--- config.mk ---
export PLATFORM = sky130hd
export DESIGN_NAME = i2s_tx
export DESIGN_NICKNAME = d
export VERILOG_FILES = /design/src/rtl/i2s_pkg.sv /design/src/rtl/i2s_tx_clkgen.sv /design/src/rtl/i2s_tx.sv
export SDC_FILE = /design/constraint.sdc
export NUM_CORES = 1
export LEC_CHECK = 0
export CORE_ASPECT_RATIO = 0.8
export CORE_MARGIN = 1.5
export CORE_UTILIZATION = 40
export DETAILED_ROUTE_END_ITERATION = 8
export DONT_BUFFER_PORTS = 1
export MAX_ROUTING_LAYER = met4
export PLACE_DENSITY_LB_ADDON = 0.15
export SLEW_MARGIN = 25
export SYNTH_ARGS = -nofsm -noshare
export SYNTH_HDL_FRONTEND = slang
export SYNTH_SLANG_ARGS = --single-unit
--- constraint.sdc ---
create_clock -name clk -period 7.7 [get_ports clk]
set_input_delay 0 -clock clk [delete_from_list [all_inputs] [get_ports clk]]
set_output_delay 0 -clock clk [all_outputs]
set_load 0.01 [all_outputs]
--- src/rtl/i2s_pkg.sv ---
`default_nettype none
// +----------------------------------------------------------------------+
// | i2s_pkg : frame constants and sample types shared by the I2S tx/rx   |
// | Revision: 1.0                                                        |
// +----------------------------------------------------------------------+
package i2s_pkg;

  localparam int FRAME_BITS = 64;
  localparam int SLOT_BITS  = 32;

  typedef logic [23:0] sample_t;

  typedef struct packed {
    sample_t l;
    sample_t r;
  } stereo_t;

  // Counter width that stays legal for a divide-by-one configuration.
  function automatic int cnt_width(input int n);
    return (n > 1) ? $clog2(n) : 1;
  endfunction

endpackage
`default_nettype wire

--- src/rtl/i2s_tx_clkgen.sv ---
`default_nettype none
// +----------------------------------------------------------------------+
// | i2s_tx_clkgen : BCK divider with a strobe for the BCK falling edge   |
// | Revision: 1.0                                                        |
// +----------------------------------------------------------------------+
module i2s_tx_clkgen
  import i2s_pkg::*;
#(
  parameter int BCK_DIV = 2
) (
  input  logic clk,
  input  logic reset,
  output logic o_bck,
  output logic o_fall_stb
);

  localparam int CW = cnt_width(BCK_DIV);

  logic [CW-1:0] r_div_cnt;
  logic          r_bck;
  logic          w_wrap;

  assign w_wrap = (r_div_cnt == CW'(BCK_DIV - 1));

  always_ff @(posedge clk or posedge reset) begin
    if (reset) begin
      r_div_cnt <= '0;
      r_bck     <= 1'b0;
    end else if (w_wrap) begin
      r_div_cnt <= '0;
      r_bck     <= ~r_bck;
    end else begin
      r_div_cnt <= r_div_cnt + 1'b1;
    end
  end

  // High in the cycle whose closing edge drives bck from 1 to 0.
  assign o_fall_stb = w_wrap & r_bck;
  assign o_bck      = r_bck;

endmodule
`default_nettype wire

--- src/rtl/i2s_tx.sv ---
`default_nettype none
// +----------------------------------------------------------------------+
// | i2s_tx : 24-bit stereo I2S transmitter with valid/ready sample input |
// | Option : define I2S_TX_LJ_EN for left-justified data alignment       |
// | Revision: 1.0                                                        |
// +----------------------------------------------------------------------+
module i2s_tx
  import i2s_pkg::*;
#(
  parameter int BCK_DIV = 2,
  parameter int WIDTH   = 24
) (
  input  logic             clk,
  input  logic             reset,
  input  logic [WIDTH-1:0] left,
  input  logic [WIDTH-1:0] right,
  input  logic             sample_valid,
  output logic             sample_ready,
  output logic             mclk,
  output logic             bck,
  output logic             lrck,
  output logic             sdata,
  output logic             frame_start,
  output logic             underrun
);

  localparam int         CNT_W   = $clog2(FRAME_BITS);
  localparam logic [5:0] C_WIDTH = 6'(WIDTH);

  logic [CNT_W-1:0] r_bit_cnt;
  logic             r_lrck;
  logic             r_sdata;
  logic             r_ready;
  logic             r_frame_start;
  logic             r_underrun;
  logic [WIDTH-1:0] r_hold_l, r_hold_r;
  logic [WIDTH-1:0] r_shad_l, r_shad_r;

  logic             w_bck;
  logic             w_fall;
  logic [CNT_W-1:0] w_cnt_nxt;
  logic             w_load;
  logic             w_accept;
  logic [WIDTH-1:0] w_shad_l_nxt, w_shad_r_nxt;
  logic [WIDTH-1:0] w_word;
  logic [4:0]       w_pos;
  logic [4:0]       w_idx;
  logic             w_bit;

  i2s_tx_clkgen #(
    .BCK_DIV (BCK_DIV)
  ) u_clkgen (
    .clk        (clk),
    .reset      (reset),
    .o_bck      (w_bck),
    .o_fall_stb (w_fall)
  );

  assign w_cnt_nxt = r_bit_cnt + 1'b1;
  assign w_load    = w_fall && (w_cnt_nxt == '0);
  assign w_accept  = sample_valid && r_ready;

  // Holding empty at the load edge transmits silence, even if a pair is
  // being accepted in the very same cycle.
  assign w_shad_l_nxt = w_load ? (r_ready ? '0 : r_hold_l) : r_shad_l;
  assign w_shad_r_nxt = w_load ? (r_ready ? '0 : r_hold_r) : r_shad_r;

  assign w_pos  = w_cnt_nxt[4:0];
  assign w_word = (w_cnt_nxt >= CNT_W'(SLOT_BITS)) ? w_shad_r_nxt : w_shad_l_nxt;

`ifdef I2S_TX_LJ_EN
  assign w_idx = 5'(WIDTH - 1) - w_pos;
  always_comb begin
    w_bit = 1'b0;
    if ({1'b0, w_pos} < C_WIDTH) w_bit = w_word[w_idx];
  end
`else
  assign w_idx = 5'(WIDTH) - w_pos;
  always_comb begin
    w_bit = 1'b0;
    if ((w_pos != 5'd0) && ({1'b0, w_pos} <= C_WIDTH)) w_bit = w_word[w_idx];
  end
`endif

  always_ff @(posedge clk or posedge reset) begin
    if (reset) begin
      r_bit_cnt     <= '1;
      r_lrck        <= 1'b1;
      r_sdata       <= 1'b0;
      r_ready       <= 1'b1;
      r_frame_start <= 1'b0;
      r_underrun    <= 1'b0;
      r_hold_l      <= '0;
      r_hold_r      <= '0;
      r_shad_l      <= '0;
      r_shad_r      <= '0;
    end else begin
      r_frame_start <= w_load;
      r_underrun    <= w_load & r_ready;
      r_shad_l      <= w_shad_l_nxt;
      r_shad_r      <= w_shad_r_nxt;
      if (w_fall) begin
        r_bit_cnt <= w_cnt_nxt;
        r_lrck    <= (w_cnt_nxt >= CNT_W'(SLOT_BITS));
        r_sdata   <= w_bit;
      end
      if (w_accept) begin
        r_hold_l <= left;
        r_hold_r <= right;
        r_ready  <= 1'b0;
      end else if (w_load) begin
        r_ready  <= 1'b1;
      end
    end
  end

  assign mclk         = clk;
  assign bck          = w_bck;
  assign lrck         = r_lrck;
  assign sdata        = r_sdata;
  assign sample_ready = r_ready;
  assign frame_start  = r_frame_start;
  assign underrun     = r_underrun;

endmodule
`default_nettype wire

==> results_tabular.tex, run 1 <==
\begin{tabular}{lr}
\hline
Metric & Value \\
\hline
\multicolumn{2}{l}{\textbf{Die}} \\
\quad Site row count & 37 \\
\quad Die boundary height & $\sim$110 µm \\
\quad Core Area & roughly 13,000 µm² \\
\quad Num ports & between 50 and 60 \\
\quad Die area & roughly 14,000 µm² \\
\quad Horizontal die dimension & between 100 and 150 µm \\
\quad Initial standard-cell utilization of the core & 41.1\% \\
\multicolumn{2}{l}{\textbf{Logic synthesis}} \\
\quad Area of the mapped netlist & about 5300 µm² \\
\quad Share of synthesized registers carrying an async set or reset & 100\% \\
\quad Synthesized Nets & between 500 and 600 \\
\quad Unique cell type count in the Yosys netlist & 62 \\
\quad Per-instance average area after synthesis & between 10 and 15 µm² \\
\quad Post-synthesis sequential element count & approximately 110 \\
\quad Sequential element share of the synthesized area & 51.8\% \\
\quad Number of instances in the synthesized netlist & approximately 500 \\
\quad Number of flops mapped to enable cells by yosys & 0 \\
\quad Number of synthesis warnings & 0 \\
\quad Predominant post-synthesis flop cell & sky130\_fd\_sc\_hd\_\_dfrtp\_1 \\
\multicolumn{2}{l}{\textbf{Placed design}} \\
\quad Routability cong. & 0.841 \\
\quad Placed cells & 650 \\
\quad Number of port buffers & 0 \\
\quad DPL Wire Length & about 8000 µm \\
\multicolumn{2}{l}{\textbf{Layout}} \\
\quad Number of fill cells in the layout & 1,251 \\
\quad Share of post-route cells with drive strength above 1 & between 15 and 20\% \\
\quad Commonest non-fill, non-tap cell in the layout & sky130\_fd\_sc\_hd\_\_dfrtp\_1 \\
\quad Number of nets in the final layout & about 590 \\
\quad \# diodes & 0 \\
\quad Post-route non-filler standard cell count & about 720 \\
\quad Core utilization of the finished layout & between 40\% and 50\% \\
\quad Leading cell types in the layout, fill and taps excluded & sky130\_fd\_sc\_hd\_\_dfrtp\_1 (101), sky130\_fd\_sc\_hd\_\_nand2\_1 (70), sky130\_fd\_sc\_hd\_\_o21ai\_0 (62) \\
\quad Area grow syn2layout & 16.6\% \\
\multicolumn{2}{l}{\textbf{CTS}} \\
\quad Quantity of gates resized following cts & 0 \\
\quad Post-CTS Repair Setup Buffers & 0 \\
\quad Clock Root Buffer & sky130\_fd\_sc\_hd\_\_clkbuf\_16 \\
\quad TritonCTS clock tree & built \\
\quad Clock net sink count & 109 \\
\quad Number of buffers inserted during clock tree synthesis & 9 \\
\quad Maximum clock insertion buffer count & 2 \\
\quad Clock latency on the worst-skew pair & about 0.34 ns \\
\quad Number of levels the H-tree was split into & 3 \\
\multicolumn{2}{l}{\textbf{GRT}} \\
\quad Wire length of the first global-routing pass & between 20,000 and 25,000 µm \\
\quad Vias in the first global route & $\sim$3,800 \\
\quad Number of antenna violations at the first check in global routing & 0 \\
\quad GRT Util Overall & between 10\% and 20\% \\
\quad Largest net degree at the start of global routing & approximately 80 \\
\quad Total overflow reported by the global router & 0 \\
\multicolumn{2}{l}{\textbf{Setup path}} \\
\quad Start-to-end type of the worst setup path & clock port to output port \\
\quad Endpoint required time on the critical path & between 7 and 8 ns \\
\quad Worst endpoint data arrival time & 3.85 ns \\
\quad Critical path peak fanout & 2 \\
\quad Endpoint type of the worst setup path & output port \\
\quad Startpoint Class & clock port \\
\multicolumn{2}{l}{\textbf{Worst hold path}} \\
\quad Class of the tightest hold or removal check & clock port to output port \\
\multicolumn{2}{l}{\textbf{Flow run}} \\
\quad Count of max-cap constraint violations & 0 \\
\multicolumn{2}{l}{\textbf{Power}} \\
\quad Cell leakage power & roughly 2.6 nW \\
\quad Peak supply drop & 0.000105 V \\
\quad Areal power density over the cells & approximately 190 nW/µm² \\
\multicolumn{2}{l}{\textbf{Routing}} \\
\quad Total number of vias & around 3,700 \\
\quad Residual antenna-violating net count after detailed routing & 0 \\
\quad Detail-routed via count per cell & just over 5 \\
\quad Residual DRC & 0 \\
\quad Number of detailed-route iterations in the first pass & 5 \\
\quad Wire length per cell & roughly 16 µm \\
\quad Routed wire length & between 10,000 and 15,000 µm \\
\quad Number of violations reported at the end of detailed-routing iteration 0 & 175 \\
\multicolumn{2}{l}{\textbf{Timing}} \\
\quad Unrepaired setup endpoints after global routing & no \\
\quad Max Slew Vio Count & 0 \\
\quad Setup-violating endpoint count in the final report & 0 \\
\quad Max-Slew Margin vs Limit & between 30 and 40\% \\
\quad Hold slack final & 0.0000476 ns \\
\quad Hold Vio Cnt, Final & 0 \\
\quad Pin slew with the least headroom to its limit & approximately 0.9 ns \\
\quad Sum of negative setup slack & 0 ns \\
\quad Final setup skew & around 0.0083 ns \\
\multicolumn{2}{l}{\textbf{Run status}} \\
\quad Result of the run & completed \\
\hline
\end{tabular}
## layer usage
metal	GRT usage (%)	wire, µm	up-vias
met4	4.29	125	0
met1	26.4	5870	1799
met5	-	0	-
met2	27.4	5300	77
li1	-	-	1820
met3	4.09	504	13
## cell type report
cell class	count	area [µm²]	share of cell area, %
well taps	175	219	3.55
clock inverters	6	73.8	1.20
multi-input cells	354	2350	38.1
flip-flops and latches	109	2740	44.4
clock buffers	10	229	3.71
inverters	10	40.0	0.649
repair buffers	52	515	8.36
## final timing paths
path | from | endpoint | slack, ns | depth (start not counted)
max in group asynchronous | reset | sdata | 6.29 | 3
min reg2reg | r_shad_l[2] | r_shad_l[2] | 0.48 | 2
min in group asynchronous | reset | r_hold_l[16] | 0.24 | 2
max | clk | mclk | 3.85 | 0
min | clk | mclk | 0.00005 | 0
max reg2reg | r_bit_cnt[0] | r_shad_l[8] | 4.27 | 7
## stage by stage
stage | area (µm²) | setup WS, ns | power (W)
after global placement | 5360 | 3.85 | 0.000686
after CTS | 6170 | 3.85 | 0.00117
final | 6170 | 3.85 | 0.00116
after detailed placement | 5360 | 3.85 | 0.000687
after floorplan | 5290 | 3.73 | 0.000681
after global routing | 6170 | 3.85 | 0.00121
## kinds of logic (layout without fill, tap and decap cells)
family / after synthesis / after routing / share of synthesized area, %
AND/OR/NAND/NOR: 172 / 172 / 16.3
AO/OA/AOI/OAI: 116 / 116 / 14.3
flip-flops: 109 / 109 / 51.8
multiplexers: 56 / 56 / 12.0
buffers and inverters: 46 / 78 / 3.95
XOR/XNOR: 9 / 9 / 1.49
adder cells (fa/ha/maj): 1 / 1 / 0.237
## registers in the layout (all words and copies together), names as in the netlist
| signal | flops |
|---|---|
| r_hold_l | 24 |
| frame_start | 1 |
| underrun | 1 |
| u_clkgen.o_bck | 1 |
| sample_ready | 1 |
| lrck | 1 |
| r_shad_r | 24 |
| r_bit_cnt | 6 |
| sdata | 1 |
| u_clkgen.r_div_cnt | 1 |
| r_shad_l | 24 |
| r_hold_r | 24 |
## power breakdown
group	internal [W]	switching, W
clock network	0.000256	0.000207
registers	0.000602	0.0000161
logic	0.0000453	0.0000309
total	0.000903	0.000254
## timing repair
item / CTS / global route
endpoints found under the setup margin: 0 / 0
hold buffers: 50 / 0
hold endpoints to repair: 105 / 0
## synthesized netlist by cell type, types with 6 or more instances
master | count | area share (%)
sky130_fd_sc_hd__inv_1 | 9 | 0.64
sky130_fd_sc_hd__clkbuf_1 | 27 | 1.9
sky130_fd_sc_hd__nor2_1 | 14 | 0.99
sky130_fd_sc_hd__dfstp_2 | 8 | 4.0
sky130_fd_sc_hd__o21ai_0 | 62 | 5.9
sky130_fd_sc_hd__nand3_1 | 6 | 0.57
sky130_fd_sc_hd__dfrtp_1 | 101 | 48
sky130_fd_sc_hd__nor3_1 | 7 | 0.66
sky130_fd_sc_hd__mux2_2 | 48 | 10
sky130_fd_sc_hd__nand2_1 | 72 | 5.1
sky130_fd_sc_hd__a21oi_1 | 9 | 0.85
sky130_fd_sc_hd__nand2b_1 | 51 | 6.0
sky130_fd_sc_hd__mux2i_1 | 7 | 1.3
sky130_fd_sc_hd__xnor2_1 | 7 | 1.2
## worst reg2reg max path: stages, from the launching register on
cell and delay [ns]:
sky130_fd_sc_hd__dfstp_2 0.87, sky130_fd_sc_hd__nand3_2 0.28, sky130_fd_sc_hd__o21a_1 0.30, sky130_fd_sc_hd__nor2_2 0.72, sky130_fd_sc_hd__nand2_2 0.38, sky130_fd_sc_hd__buf_4 0.43, sky130_fd_sc_hd__nand2_1 0.21, sky130_fd_sc_hd__o21ai_0 0.09
(Power assumes the default switching activity.)
==> run 2: changes to the inputs <==
clock period = 3.2 ns   (was 7.7 ns; I/O delays follow)
==> run 2 against run 1 <==
  * Combinational power up 150%
  * Sequential cell count unchanged
  * Clock power grew 150%
  * Register-to-register slack lost 4.0 ns
  * Hold slack hardly changed
  * Sequential share of layout area is 0.62 points lower
  * Global-route usage is 0.77 points higher
  * Utilization up 0.68 points
  * Die area unchanged
  * Critical endpoint is now sdata
  * Highest routed layer unchanged
==> results_tabular.tex, run 2 (synthesized netlist as in run 1, its figures left out) <==
\begin{tabular}{lr}
\hline
Metric & Value \\
\hline
\multicolumn{2}{l}{\textbf{Timing}} \\
\quad Setup-violating endpoint count in the final report & 0 \\
\quad Highest clock frequency the design can meet & between 300 and 400 MHz \\
\quad Unrepaired setup endpoints after global routing & no \\
\quad Hold Vio Cnt, Final & 0 \\
\quad Final setup skew & between 0.009 and 0.01 ns \\
\quad Max-Slew Margin vs Limit & around two fifths \\
\quad Final period utilization & slightly above 90\% \\
\quad Max Slew Vio Count & 0 \\
\quad Setup ws final & approximately 0.26 ns \\
\quad Time the final worst path needs with I/O delays and setup & about 2.9 ns \\
\quad Sum of negative setup slack & 0 ns \\
\quad Pin slew with the least headroom to its limit & a little under 0.9 ns \\
\multicolumn{2}{l}{\textbf{Setup path}} \\
\quad Start-to-end type of the worst setup path & flip-flop to flip-flop \\
\quad Endpoint type of the worst setup path & flip-flop \\
\quad Worst endpoint data arrival time & about 3.2 ns \\
\quad Startpoint Class & flip-flop \\
\quad Critical path peak fanout & 13 \\
\quad Crit-path max cell delay & between 0.6 and 0.7 ns \\
\quad Setup crit start & r\_bit\_cnt[0] \\
\quad Cell-by-cell listing of the critical path & ha\_1, nand4\_1, a21oi\_4, mux2i\_1, o311ai\_0, a211oi\_1, a311oi\_1, a211oi\_2 \\
\quad Slowest library cell on the worst path & sky130\_fd\_sc\_hd\_\_dfstp\_2 \\
\quad Endpoint required time on the critical path & between 3 and 4 ns \\
\quad Crit Reg-Reg Startpoint & r\_bit\_cnt[0] \\
\multicolumn{2}{l}{\textbf{CTS}} \\
\quad Clock Root Buffer & sky130\_fd\_sc\_hd\_\_clkbuf\_16 \\
\quad Maximum clock insertion buffer count & 2 \\
\quad Number of levels the H-tree was split into & 3 \\
\quad Clock transition at path regs & approximately 0.07 ns \\
\quad Clock latency on the worst-skew pair & approximately 0.35 ns \\
\quad Number of hold buffers added after cts & 50 \\
\quad Quantity of gates resized following cts & 0 \\
\quad Number of buffers inserted during clock tree synthesis & 9 \\
\quad Clock net sink count & approximately 110 \\
\quad Post-CTS Repair Setup Buffers & 0 \\
\quad TritonCTS clock tree & built \\
\multicolumn{2}{l}{\textbf{Layout}} \\
\quad Area occupied by multi-input gates & $\sim$2300 µm² \\
\quad Number of fill cells in the layout & 1,246 \\
\quad Sequential cell area in the final layout & around 2700 µm² \\
\quad Leading cell types in the layout, fill and taps excluded & sky130\_fd\_sc\_hd\_\_dfrtp\_1 (101), sky130\_fd\_sc\_hd\_\_nand2\_1 (70), sky130\_fd\_sc\_hd\_\_o21ai\_0 (62) \\
\quad Post-route non-filler standard cell count & 726 \\
\quad Post-route design area & between 6000 and 7000 µm² \\
\quad Core utilization of the finished layout & 48.6\% \\
\quad Commonest non-fill, non-tap cell in the layout & sky130\_fd\_sc\_hd\_\_dfrtp\_1 \\
\quad Area grow syn2layout & 18.3\% \\
\quad Number of nets in the final layout & between 500 and 600 \\
\quad Share of post-route cells with drive strength above 1 & between 10\% and 20\% \\
\quad \# diodes & 0 \\
\multicolumn{2}{l}{\textbf{GRT}} \\
\quad Wire length of the first global-routing pass & between 20,000 and 25,000 µm \\
\quad Vias in the first global route & around 3,800 \\
\quad Number of antenna violations at the first check in global routing & 0 \\
\quad Total overflow reported by the global router & 0 \\
\quad Largest net degree at the start of global routing & between 50 and 60 \\
\quad GRT Util Overall & approximately a fifth \\
\multicolumn{2}{l}{\textbf{Routing}} \\
\quad Residual DRC & 0 \\
\quad Routed wire length & between 10,000 and 15,000 µm \\
\quad Wire length per cell & approximately 17 µm \\
\quad Residual antenna-violating net count after detailed routing & 0 \\
\quad Total number of vias & approximately 3,800 \\
\quad Detail-routed via count per cell & just over 5 \\
\quad Number of violations reported at the end of detailed-routing iteration 0 & about 210 \\
\quad Number of detailed-route iterations in the first pass & 5 \\
\multicolumn{2}{l}{\textbf{Die}} \\
\quad Initial standard-cell utilization of the core & 41.1\% \\
\quad Die boundary height & 106 µm \\
\quad Horizontal die dimension & $\sim$130 µm \\
\quad Core Area & between 10,000 and 15,000 µm² \\
\quad Die area & $\sim$14,000 µm² \\
\quad Num ports & just under 60 \\
\quad Site row count & 37 \\
\multicolumn{2}{l}{\textbf{Worst hold path}} \\
\quad Class of the tightest hold or removal check & clock port to output port \\
\quad Worst Min Path Start & clk \\
\multicolumn{2}{l}{\textbf{Placed design}} \\
\quad Routability cong. & $\sim$0.84 \\
\quad Placed cells & 660 \\
\quad DPL Wire Length & roughly 8500 µm \\
\quad Post-Place Setup Slack & about 0.27 ns \\
\quad Number of port buffers & 0 \\
\quad Instance area at placement & between 5000 and 6000 µm² \\
\multicolumn{2}{l}{\textbf{Power}} \\
\quad Peak supply drop & around 0.00024 V \\
\quad Areal power density over the cells & about 450 nW/µm² \\
\quad Cell leakage power & between 2 and 3 nW \\
\multicolumn{2}{l}{\textbf{Flow run}} \\
\quad Count of max-cap constraint violations & 0 \\
\multicolumn{2}{l}{\textbf{Run status}} \\
\quad Result of the run & completed \\
\hline
\end{tabular}
[run 2: changes by cell type in the layout (fill, tap and decap cells not counted)]
cell	change
sky130_fd_sc_hd__nand2_4	-1
sky130_fd_sc_hd__clkinvlp_4	+1
sky130_fd_sc_hd__inv_6	+1
sky130_fd_sc_hd__clkbuf_8	+1
sky130_fd_sc_hd__nand2_2	+1
sky130_fd_sc_hd__clkinv_4	-3
sky130_fd_sc_hd__clkinv_2	+1
sky130_fd_sc_hd__buf_12	+1
sky130_fd_sc_hd__buf_4	+9
sky130_fd_sc_hd__clkbuf_1	-1
[run 2: power by group]
group	leakage [nW]	total [W]	internal [W]	switching (W)
Sequential	1.41	0.00149	0.00145	0.0000396
Clock	0.149	0.00114	0.000634	0.000509
Combinational	1.11	0.000190	0.000111	0.0000793
Total	2.68	0.00282	0.00219	0.000628
[run 2: layout make-up]
class / instances / share of cell area, %
Sequential cell: 109 / 43.8
Multi-Input combinational cell: 354 / 37.5
Timing Repair Buffer: 62 / 9.64
Clock buffer: 10 / 3.82
Tap cell: 175 / 3.50
Clock inverter: 6 / 1.10
Inverter: 10 / 0.640
[run 2: worst paths after layout]
path,to,slack [ns],depth (start not counted)
max in group asynchronous,sample_ready,2.22,3
hold reg to reg,r_shad_l[0],0.49,2
hold / removal,mclk,0.00005,0
setup / recovery,sdata,0.26,8
setup reg to reg,sdata,0.26,8
min in group asynchronous,r_hold_l[17],0.22,2
[run 2: routing by layer]
metal	track usage (%)	routed length, µm	share of wire, %	up-vias
met5	-	0	0	-
met2	29.1	5560	45	79
li1	-	-	-	1847
met3	4.28	508	4.1	11
met1	26.7	6190	50	1829
met4	5.32	139	1.1	0
[run 2: metrics by stage]
step | power (W) | hold WS, ns
finish | 0.00282 | 0.0000460
global route | 0.00295 | 0.0000765
CTS | 0.00286 | 0.0000236
detailed placement | 0.00166 | 0
global placement | 0.00165 | 0
floorplan | 0.00164 | 0.0586
[run 2: worst max-delay path: cells and delay by family (launching register included)]
family                   cells  cell delay [ns]
AND/OR/NAND/NOR              1             0.30
AO/OA/AOI/OAI                5             1.31
flip-flops                   1             0.68
adder cells (fa/ha/maj)      1             0.34
multiplexers                 1             0.16
